==> src/rtl/pc_gen.sv <==
// Program-counter generator for the fetch stage: trap/branch/jump redirects,
// stall hold with a pending-redirect buffer. Optional macro: PC_MISALIGN_TRAP_EN.
module pc_gen #(
   parameter int               XLEN         = 32,
   parameter logic [XLEN-1:0]  RESET_VECTOR = '0,
   parameter int               INC          = 4
) (
   input  logic            clk_i,
   input  logic            rst_n,
   input  logic            stall_i,
   input  logic            trap_i,
   input  logic [XLEN-1:0] trap_vector_i,
   input  logic            br_redirect_i,
   input  logic [XLEN-1:0] br_target_i,
   input  logic            jmp_redirect_i,
   input  logic [XLEN-1:0] jmp_target_i,
   output logic [XLEN-1:0] pc_o,
   output logic            pc_valid_o,
   output logic            redirect_pending_o,
   output logic            misalign_o
);

   typedef enum logic [1:0] {
      BOOT = 2'd0,
      RUN  = 2'd1,
      HOLD = 2'd2
   } state_t;

   state_t          state_q, state_d;
   logic [XLEN-1:0] pc_q, pc_d;
   logic            valid_q, valid_d;
   logic [XLEN-1:0] tgt_q, tgt_d;
   logic            tbr_q, tbr_d;

   logic            redir;
   logic [XLEN-1:0] sel_tgt;
   logic            take_en;
   logic [XLEN-1:0] take_tgt;

   function automatic logic [XLEN-1:0] align(input logic [XLEN-1:0] a);
      return {a[XLEN-1:2], 2'b00};
   endfunction

   assign redir   = br_redirect_i | jmp_redirect_i;
   assign sel_tgt = br_redirect_i ? br_target_i : jmp_target_i;

`ifdef PC_MISALIGN_TRAP_EN
   logic mis_q, mis_d;
`endif

   always_comb begin
      state_d  = state_q;
      pc_d     = pc_q;
      valid_d  = valid_q;
      tgt_d    = tgt_q;
      tbr_d    = tbr_q;
      take_en  = 1'b0;
      take_tgt = '0;
`ifdef PC_MISALIGN_TRAP_EN
      mis_d    = 1'b0;
`endif
      unique case (state_q)
         BOOT: begin
            valid_d = 1'b1;
            state_d = RUN;
         end
         RUN: begin
            if (trap_i) begin
               pc_d  = align(trap_vector_i);
               tgt_d = '0;
               tbr_d = 1'b0;
            end else if (redir && stall_i) begin
               tgt_d   = sel_tgt;
               tbr_d   = br_redirect_i;
               state_d = HOLD;
            end else if (redir) begin
               take_en  = 1'b1;
               take_tgt = sel_tgt;
            end else if (!stall_i) begin
               pc_d = pc_q + XLEN'(INC);
            end
         end
         HOLD: begin
            if (trap_i) begin
               pc_d    = align(trap_vector_i);
               tgt_d   = '0;
               tbr_d   = 1'b0;
               state_d = RUN;
            end else if (stall_i) begin
               // br always wins; a jmp never displaces a buffered br
               if (br_redirect_i) begin
                  tgt_d = br_target_i;
                  tbr_d = 1'b1;
               end else if (jmp_redirect_i && !tbr_q) begin
                  tgt_d = jmp_target_i;
               end
            end else begin
               take_en  = 1'b1;
               take_tgt = redir ? sel_tgt : tgt_q;
               tgt_d    = '0;
               tbr_d    = 1'b0;
               state_d  = RUN;
            end
         end
         default: state_d = BOOT;
      endcase

      if (take_en) begin
`ifdef PC_MISALIGN_TRAP_EN
         if (|take_tgt[1:0]) begin
            mis_d = 1'b1;
         end else begin
            pc_d = take_tgt;
         end
`else
         pc_d = align(take_tgt);
`endif
      end
   end

   always_ff @(posedge clk_i or negedge rst_n) begin
      if (!rst_n) begin
         state_q <= BOOT;
         pc_q    <= RESET_VECTOR;
         valid_q <= 1'b0;
         tgt_q   <= '0;
         tbr_q   <= 1'b0;
      end else begin
         state_q <= state_d;
         pc_q    <= pc_d;
         valid_q <= valid_d;
         tgt_q   <= tgt_d;
         tbr_q   <= tbr_d;
      end
   end

`ifdef PC_MISALIGN_TRAP_EN
   always_ff @(posedge clk_i or negedge rst_n) begin
      if (!rst_n) begin
         mis_q <= 1'b0;
      end else begin
         mis_q <= mis_d;
      end
   end

   assign misalign_o = mis_q;
`else
   assign misalign_o = 1'b0;
`endif

   assign pc_o               = pc_q;
   assign pc_valid_o         = valid_q;
   assign redirect_pending_o = (state_q == HOLD);

endmodule

==> config.mk <==
export PLATFORM = sky130hd
export DESIGN_NAME = pc_gen
export DESIGN_NICKNAME = d
export VERILOG_FILES = /design/src/rtl/pc_gen.sv
export SDC_FILE = /design/constraint.sdc
export NUM_CORES = 1
export LEC_CHECK = 0
export CAP_MARGIN = 10
export CORE_UTILIZATION = 49
export DETAILED_ROUTE_END_ITERATION = 8
export PLACE_DENSITY = 0.84
export SLEW_MARGIN = 20
export SYNTH_ARGS = -nofsm -noshare
export SYNTH_HDL_FRONTEND = slang
export SYNTH_SLANG_ARGS = --single-unit
==> constraint.sdc <==
create_clock -name clk_i -period 5.22 [get_ports clk_i]
set_input_delay 1.044 -clock clk_i [delete_from_list [all_inputs] [get_ports clk_i]]
set_output_delay 1.044 -clock clk_i [all_outputs]
set_load 0.01 [all_outputs]
==> results of run 1 <==
[layout make-up]
type	count	area [um2]
inverter	12	45.0
timing repair buffer	138	1340
sequential	64	1600
fill	781	3080
clock buffer	10	128
multi-input combinational	431	2830
tap	129	161
clock inverter	6	60.1
[state kept, by name (all words and copies together) (netlist names)]
register / count
tbr_q: 1
state_q: 2
pc_o: 30
pc_valid_o: 1
tgt_q: 30
[power groups by stage]
stage | logic (mW) | registers [mW] | clock network (mW)
finish | 1.62 | 0.979 | 0.426
global route | 1.75 | 1.01 | 0.439
CTS | 1.61 | 0.970 | 0.424
detailed placement | 1.60 | 0.979 | 0
global placement | 1.54 | 0.961 | 0
floorplan | 0.991 | 0.961 | 0
[per-layer routing]
metal | wire [um] | GRT usage, % | part of all wire (%) | up-vias
met1 | 6140 | 41.3 | 42 | 2377
met4 | 257 | 9.73 | 1.8 | 0
met3 | 1300 | 4.78 | 8.9 | 25
li1 | - | - | - | 2258
met5 | 0 | 0 | 0 | -
met2 | 6920 | 47.8 | 47 | 290
[how the worst max path moves through the flow]
| stage | endpoint | slack [ps] | depth (start not counted) |
|---|---|---|---|
| CTS | pc_o[30]$_DFFE_PN0P_ | 1730 | 7 |
| global placement | pc_o[30]$_DFFE_PN0P_ | 1470 | 7 |
| finish | pc_o[30]$_DFFE_PN0P_ | 1680 | 7 |
| global route | pc_o[6]$_DFFE_PN0P_ | 1480 | 7 |
| floorplan | pc_o[3]$_DFFE_PN0P_ | 2750 | 7 |
| detailed placement | pc_o[6]$_DFFE_PN0P_ | 1390 | 7 |
[cells by family after synthesis]
logic type               Yosys count  share of synthesized area [%]
multiplexers                      51                           11.8
other                              1                         0.0806
buffers and inverters             56                           5.19
adder cells (fa/ha/maj)            4                           1.08
AND/OR/NAND/NOR                  182                           19.8
AO/OA/AOI/OAI                    180                           25.6
flip-flops                        64                           34.4
XOR/XNOR                          11                           2.07
[cell usage after synthesis, drive strengths merged (5+ instances only)]
master,count,share of area [%]
mux2i,21,4.5
a22oi,14,2.3
nor2,62,5.0
nand2,44,3.5
clkbuf,27,2.2
o211ai,5,0.81
a221oi,10,1.9
o21ai,45,4.8
dfrtp,64,34
xnor2,5,0.94
nand3,20,2.2
buf,17,2.0
a221o,9,2.0
xor2,6,1.1
a21oi,41,4.4
and2,9,1.2
a31oi,11,1.5
mux2,30,7.3
inv,12,0.97
a211oi,8,1.3
nand4,11,1.8
nor3,11,1.2
[worst reg2reg max path: stages, from the launching register on]
cell and delay, ps:
dfrtp_1 410, inv_1 90, ha_1 510, nor4b_4 830
buf_4 330, a22oi_1 90, o21ai_0 320, a21oi_1 120
a21oi_1 170
[stage by stage]
step                hold WS, ps  cells
floorplan                   457    551
global placement            459    774
detailed placement          487    774
CTS                         502    790
global route                514    790
finish                      505    790
==> run summary, run 1 <==
GRT Total Usage: 29.8%
yosys warns: 0
Core ar.: 9240 um2
max incr delay on CP: 770 ps
commonest cells after routing, fill and taps aside: clkdlybuf4s50_1, dfrtp_1, nor2_1
Area Overhead vs Synth: 32.4%
DRC errors left: 0
pre-CTS setup slack: 1390 ps
DR pass1 iterations: 5
Sink Count: 64
share of cells above drive strength 1: 10.6%
most used cell, CP: nand2_1
worst-path cell chain: clkdlybuf4s50_1 > o21a_1 > o21ai_1 > buf_4 > nand2_1 > or4_1 > nand2_1
Leakage: 2.48 nW
fin util: 66.7%
FF-to-FF Start: state_q[0]$_DFFE_PN0P_
most common cell after layout, fill and taps aside: clkdlybuf4s50_1
Worst Path Required: 5500 ps
setup TNS: 0 ps
Max Cap Violations: 0
H-Tree Depth: 3
CTS clock-pin slew for the worst setup and hold paths: 80 ps
EDFF count, synth: 0
Hold Path Sink: tgt_q[31]$_DFFE_PN0P_
cell-internal power: 1.73 mW
outcome: completed
slowest CP cell: clkdlybuf4s50_1
Synth async-reset ratio: 100%
drt via density: 6.27
total power: 3.03 mW
final count of pins violating max slew: 0
HP Start: tgt_q[31]$_DFFE_PN0P_
Mapped Cells: 549
sequential share of the synthesized area: 34.4%
Total Wirelength: 14.6 mm
cts hold-fix bufs: 0
Crit path buffers/inverters: 2
Antenna Cells: 0
Netlist Area Pre-Place: 4650 um2
initial core utilization: 50.4%
Flop pwr share: 32.3%
crit path launch type: primary input
Clk pwr share: 14.1%
clk root buf: clkbuf_8
largest net degree at the start of global routing: 51
DRT antenna net count: 0
HPWL Detailed: 10.4 mm
Top Family by Delay on Critical Path: buffers and inverters
post-synth cell types: 62
RD Place Congestion: 0.900
clock skew: 7.71 ps
syn_area_per_cell: 8.48 um2
DIE AREA: 9890 um2
initial antenna violation count: 0
Nets: 762
Post-CTS Setup Bufs: 0
Rel. slew slack: 25.6%
Setup crit start: jmp_redirect_i
crit share post-route: 67.9%
hold depth: 1
clk buf depth: 2
worst hold path class: flop to flop
FF+latch count, synth: 64
IO buf count: 127
R2R Setup Slk: 2290 ps
Fmax achieved: 0.282 GHz
unrepaired setup endpoints after global routing: no
chip height: 99.5 um
Post-synth top flop: dfrtp_1
reg2reg end: pc_o[6]$_DFFE_PN0P_
WS Path Type: primary input to flop
Die W: 99.5 um
cell area after layout: 6160 um2
clk_lat worst skew: 340 ps
Net Switching: 1.30 mW
DP Area: 5980 um2
Iter 0 DRT Violations: 302
peak supply drop: 219 uV
minimum clock period: 3540 ps
vias after detailed routing: 4950
post-cts sizing count: 0
# IOs: 137
vias in the first global route: 4614
Max FO, Critical Path: 17
Num CTS Buffers: 9
actual slew at the worst max-slew pin: 1110 ps
drt wl/cell: 18.5 um
Site Rows: 35
WP data arrival: 3830 ps
critical path capture point type: flop
Congestion Overflow GR: 0
Gate power share: 53.6%
setup ws final: 1680 ps
first-pass GRT wire length: 23.3 mm
Setup-failing EPs final: 0
Final Hold Violating Endpoints: 0
PwrDens: 491 nW/um2
CTS tree: done
depth of the worst register-to-register path: 8
Switching Share: 42.8%
Note: power is estimated with default switching activity, not from simulation.
==> run 2, diff against run 1 <==
--- a/config.mk
+++ b/config.mk
@@ -6,9 +6,9 @@
 export NUM_CORES = 1
 export LEC_CHECK = 0
 export CAP_MARGIN = 10
-export CORE_UTILIZATION = 49
+export CORE_UTILIZATION = 48
 export DETAILED_ROUTE_END_ITERATION = 8
-export PLACE_DENSITY = 0.84
+export PLACE_DENSITY = 0.83
 export SLEW_MARGIN = 20
 export SYNTH_ARGS = -nofsm -noshare
 export SYNTH_HDL_FRONTEND = slang
==> constraint.sdc (replaced) <==
create_clock -name clk_i -period 3.5 [get_ports clk_i]
set_input_delay 0.7 -clock clk_i [delete_from_list [all_inputs] [get_ports clk_i]]
set_output_delay 0.7 -clock clk_i [all_outputs]
set_load 0.01 [all_outputs]
==> run 2 against run 1 <==
Against the previous run: critical path depth fell by 4; combinational power grew 51%; sequential cell count is the same; sequential power is 49% higher; global-route usage grew 0.084 points; clock skew grew 6.4 ps; power grew 47%; via count shrank 0.22%; wire length grew 0.79%; setup slack got worse by 890 ps; die area rose by 2.0%; critical path type is now flop to primary output; critical endpoint is now redirect_pending_o.
==> run summary, run 2 (same netlist as run 1, synthesis figures left out) <==
outcome: completed
top sig layer: met4
HPWL Detailed: 10.4 mm
dpl cells: 780
WS Path Type: flop to primary output
clk buf depth: 2
Flop pwr share: 33.0%
unrepaired setup endpoints after global routing: no
clk root buf: clkbuf_8
reg2reg end: pc_o[19]$_DFFE_PN0P_
Iter 0 DRT Violations: 371
# IOs: 137
RD Place Congestion: 0.858
FF-to-FF Start: state_q[0]$_DFFE_PN0P_
depth of the worst register-to-register path: 8
drt via density: 6.24
clock skew: 14.1 ps
Total Wirelength: 14.7 mm
Site Rows: 35
Final Hold Violating Endpoints: 0
setup TNS: 0 ps
Worst Path Required: 2800 ps
CTS tree: done
final non-filler cell total: 792
first-pass GRT wire length: 23.4 mm
R2R Setup Slk: 880 ps
Clk pwr share: 12.1%
post-cts sizing count: 0
Setup-failing EPs final: 0
Core ar.: 9330 um2
Post-CTS Setup Bufs: 0
worst hold path class: flop to flop
cell-internal power: 2.55 mW
initial antenna violation count: 0
cts hold-fix bufs: 0
actual slew at the worst max-slew pin: 1020 ps
vias after detailed routing: 4939
PwrDens: 719 nW/um2
Nets: 768
commonest cells after routing, fill and taps aside: clkdlybuf4s50_1, dfrtp_1, nor2_1
Area Overhead vs Synth: 32.6%
Detail Route met3 WL: 1.40 mm
most common cell after layout, fill and taps aside: clkdlybuf4s50_1
Fmax achieved: 0.368 GHz
Num CTS Buffers: 9
Die W: 100 um
Rel. slew slack: 32.2%
CTS clock-pin slew for the worst setup and hold paths: 80 ps
hold depth: 1
vias in the first global route: 4740
clk_lat worst skew: 350 ps
crit share post-route: 77.7%
wl on met1: 6.21 mm
IO buf count: 127
Sink Count: 64
Hold Path Sink: pc_valid_o$_DFFE_PN0P_
GRT Total Usage: 29.9%
Gate power share: 55.0%
critical path capture point type: primary output
peak supply drop: 321 uV
H-Tree Depth: 3
initial core utilization: 49.9%
minimum clock period: 2720 ps
Max FO, Critical Path: 16
largest net degree at the start of global routing: 65
Switching Share: 42.6%
drt wl/cell: 18.6 um
DRT antenna net count: 0
Net Switching: 1.89 mW
Congestion Overflow GR: 0
DIE AREA: 10100 um2
WP data arrival: 2020 ps
crit path launch type: flop
HP Start: pc_valid_o$_DFFE_PN0P_
Max Cap Violations: 0
DR pass1 iterations: 6
Leakage: 2.50 nW
final count of pins violating max slew: 0
chip height: 100 um
share of cells above drive strength 1: 11.0%
Antenna Cells: 0
routed wl met2: 6.76 mm
DRC errors left: 0
==> run 2: worst max-delay path, cell delays in order, from the launching register on <==
cell	delay, ps
dfrtp_1	410
inv_1	90
ha_1	520
clkdlybuf4s50_1	650
==> run 2: how the worst max path moves through the flow <==
stage,to,start,slack [ps]
5_1_grt,pc_o[19]$_DFFE_PN0P_,trap_i,680
3_5_place_dp,tgt_q[19]$_DFFE_PN0P_,jmp_redirect_i,490
2_1_floorplan,pc_o[3]$_DFFE_PN0P_,trap_i,1370
6_report,redirect_pending_o,state_q[0]$_DFFE_PN0P_,780
3_3_place_gp,tgt_q[6]$_DFFE_PN0P_,jmp_redirect_i,510
4_1_cts,redirect_pending_o,state_q[0]$_DFFE_PN0P_,820
==> run 2: per-stage QoR <==
stage | hold slack [ps] | worst slack (ps) | total power [mW] | instance area [um2] | util, %
final | 477 | 781 | 4.44 | 6170 | 66.1
after global routing | 498 | 676 | 4.72 | 6170 | 66.1
after CTS | 478 | 823 | 4.40 | 6170 | 66.1
after detailed placement | 459 | 494 | 3.86 | 6020 | 64.6
after global placement | 454 | 512 | 3.78 | 6020 | 64.6
after floorplan | 404 | 1370 | 2.91 | 4660 | -
==> run 2: layer usage <==
metal,global-route usage [%],up-vias
li1,-,2264
met1,42.6,2370
met2,45.5,269
met3,4.92,36
met4,11.4,0
met5,0,-
==> run 2: power groups by stage <==
| stage | clock, mW | combinational [mW] | sequential, mW |
|---|---|---|---|
| finish | 0.536 | 2.44 | 1.46 |
| global route | 0.571 | 2.65 | 1.50 |
| CTS | 0.537 | 2.42 | 1.45 |
| detailed placement | 0 | 2.41 | 1.46 |
| global placement | 0 | 2.35 | 1.43 |
| floorplan | 0 | 1.48 | 1.43 |
==> run 2: area by class of cell <==
class | instances | area, um2
fill | 803 | 3160
multi-input combinational | 431 | 2830
sequential | 64 | 1600
timing repair buffer | 144 | 1390
tap | 129 | 161
clock buffer | 10 | 138
inverter | 12 | 45.0
clock inverter | 2 | 10.0
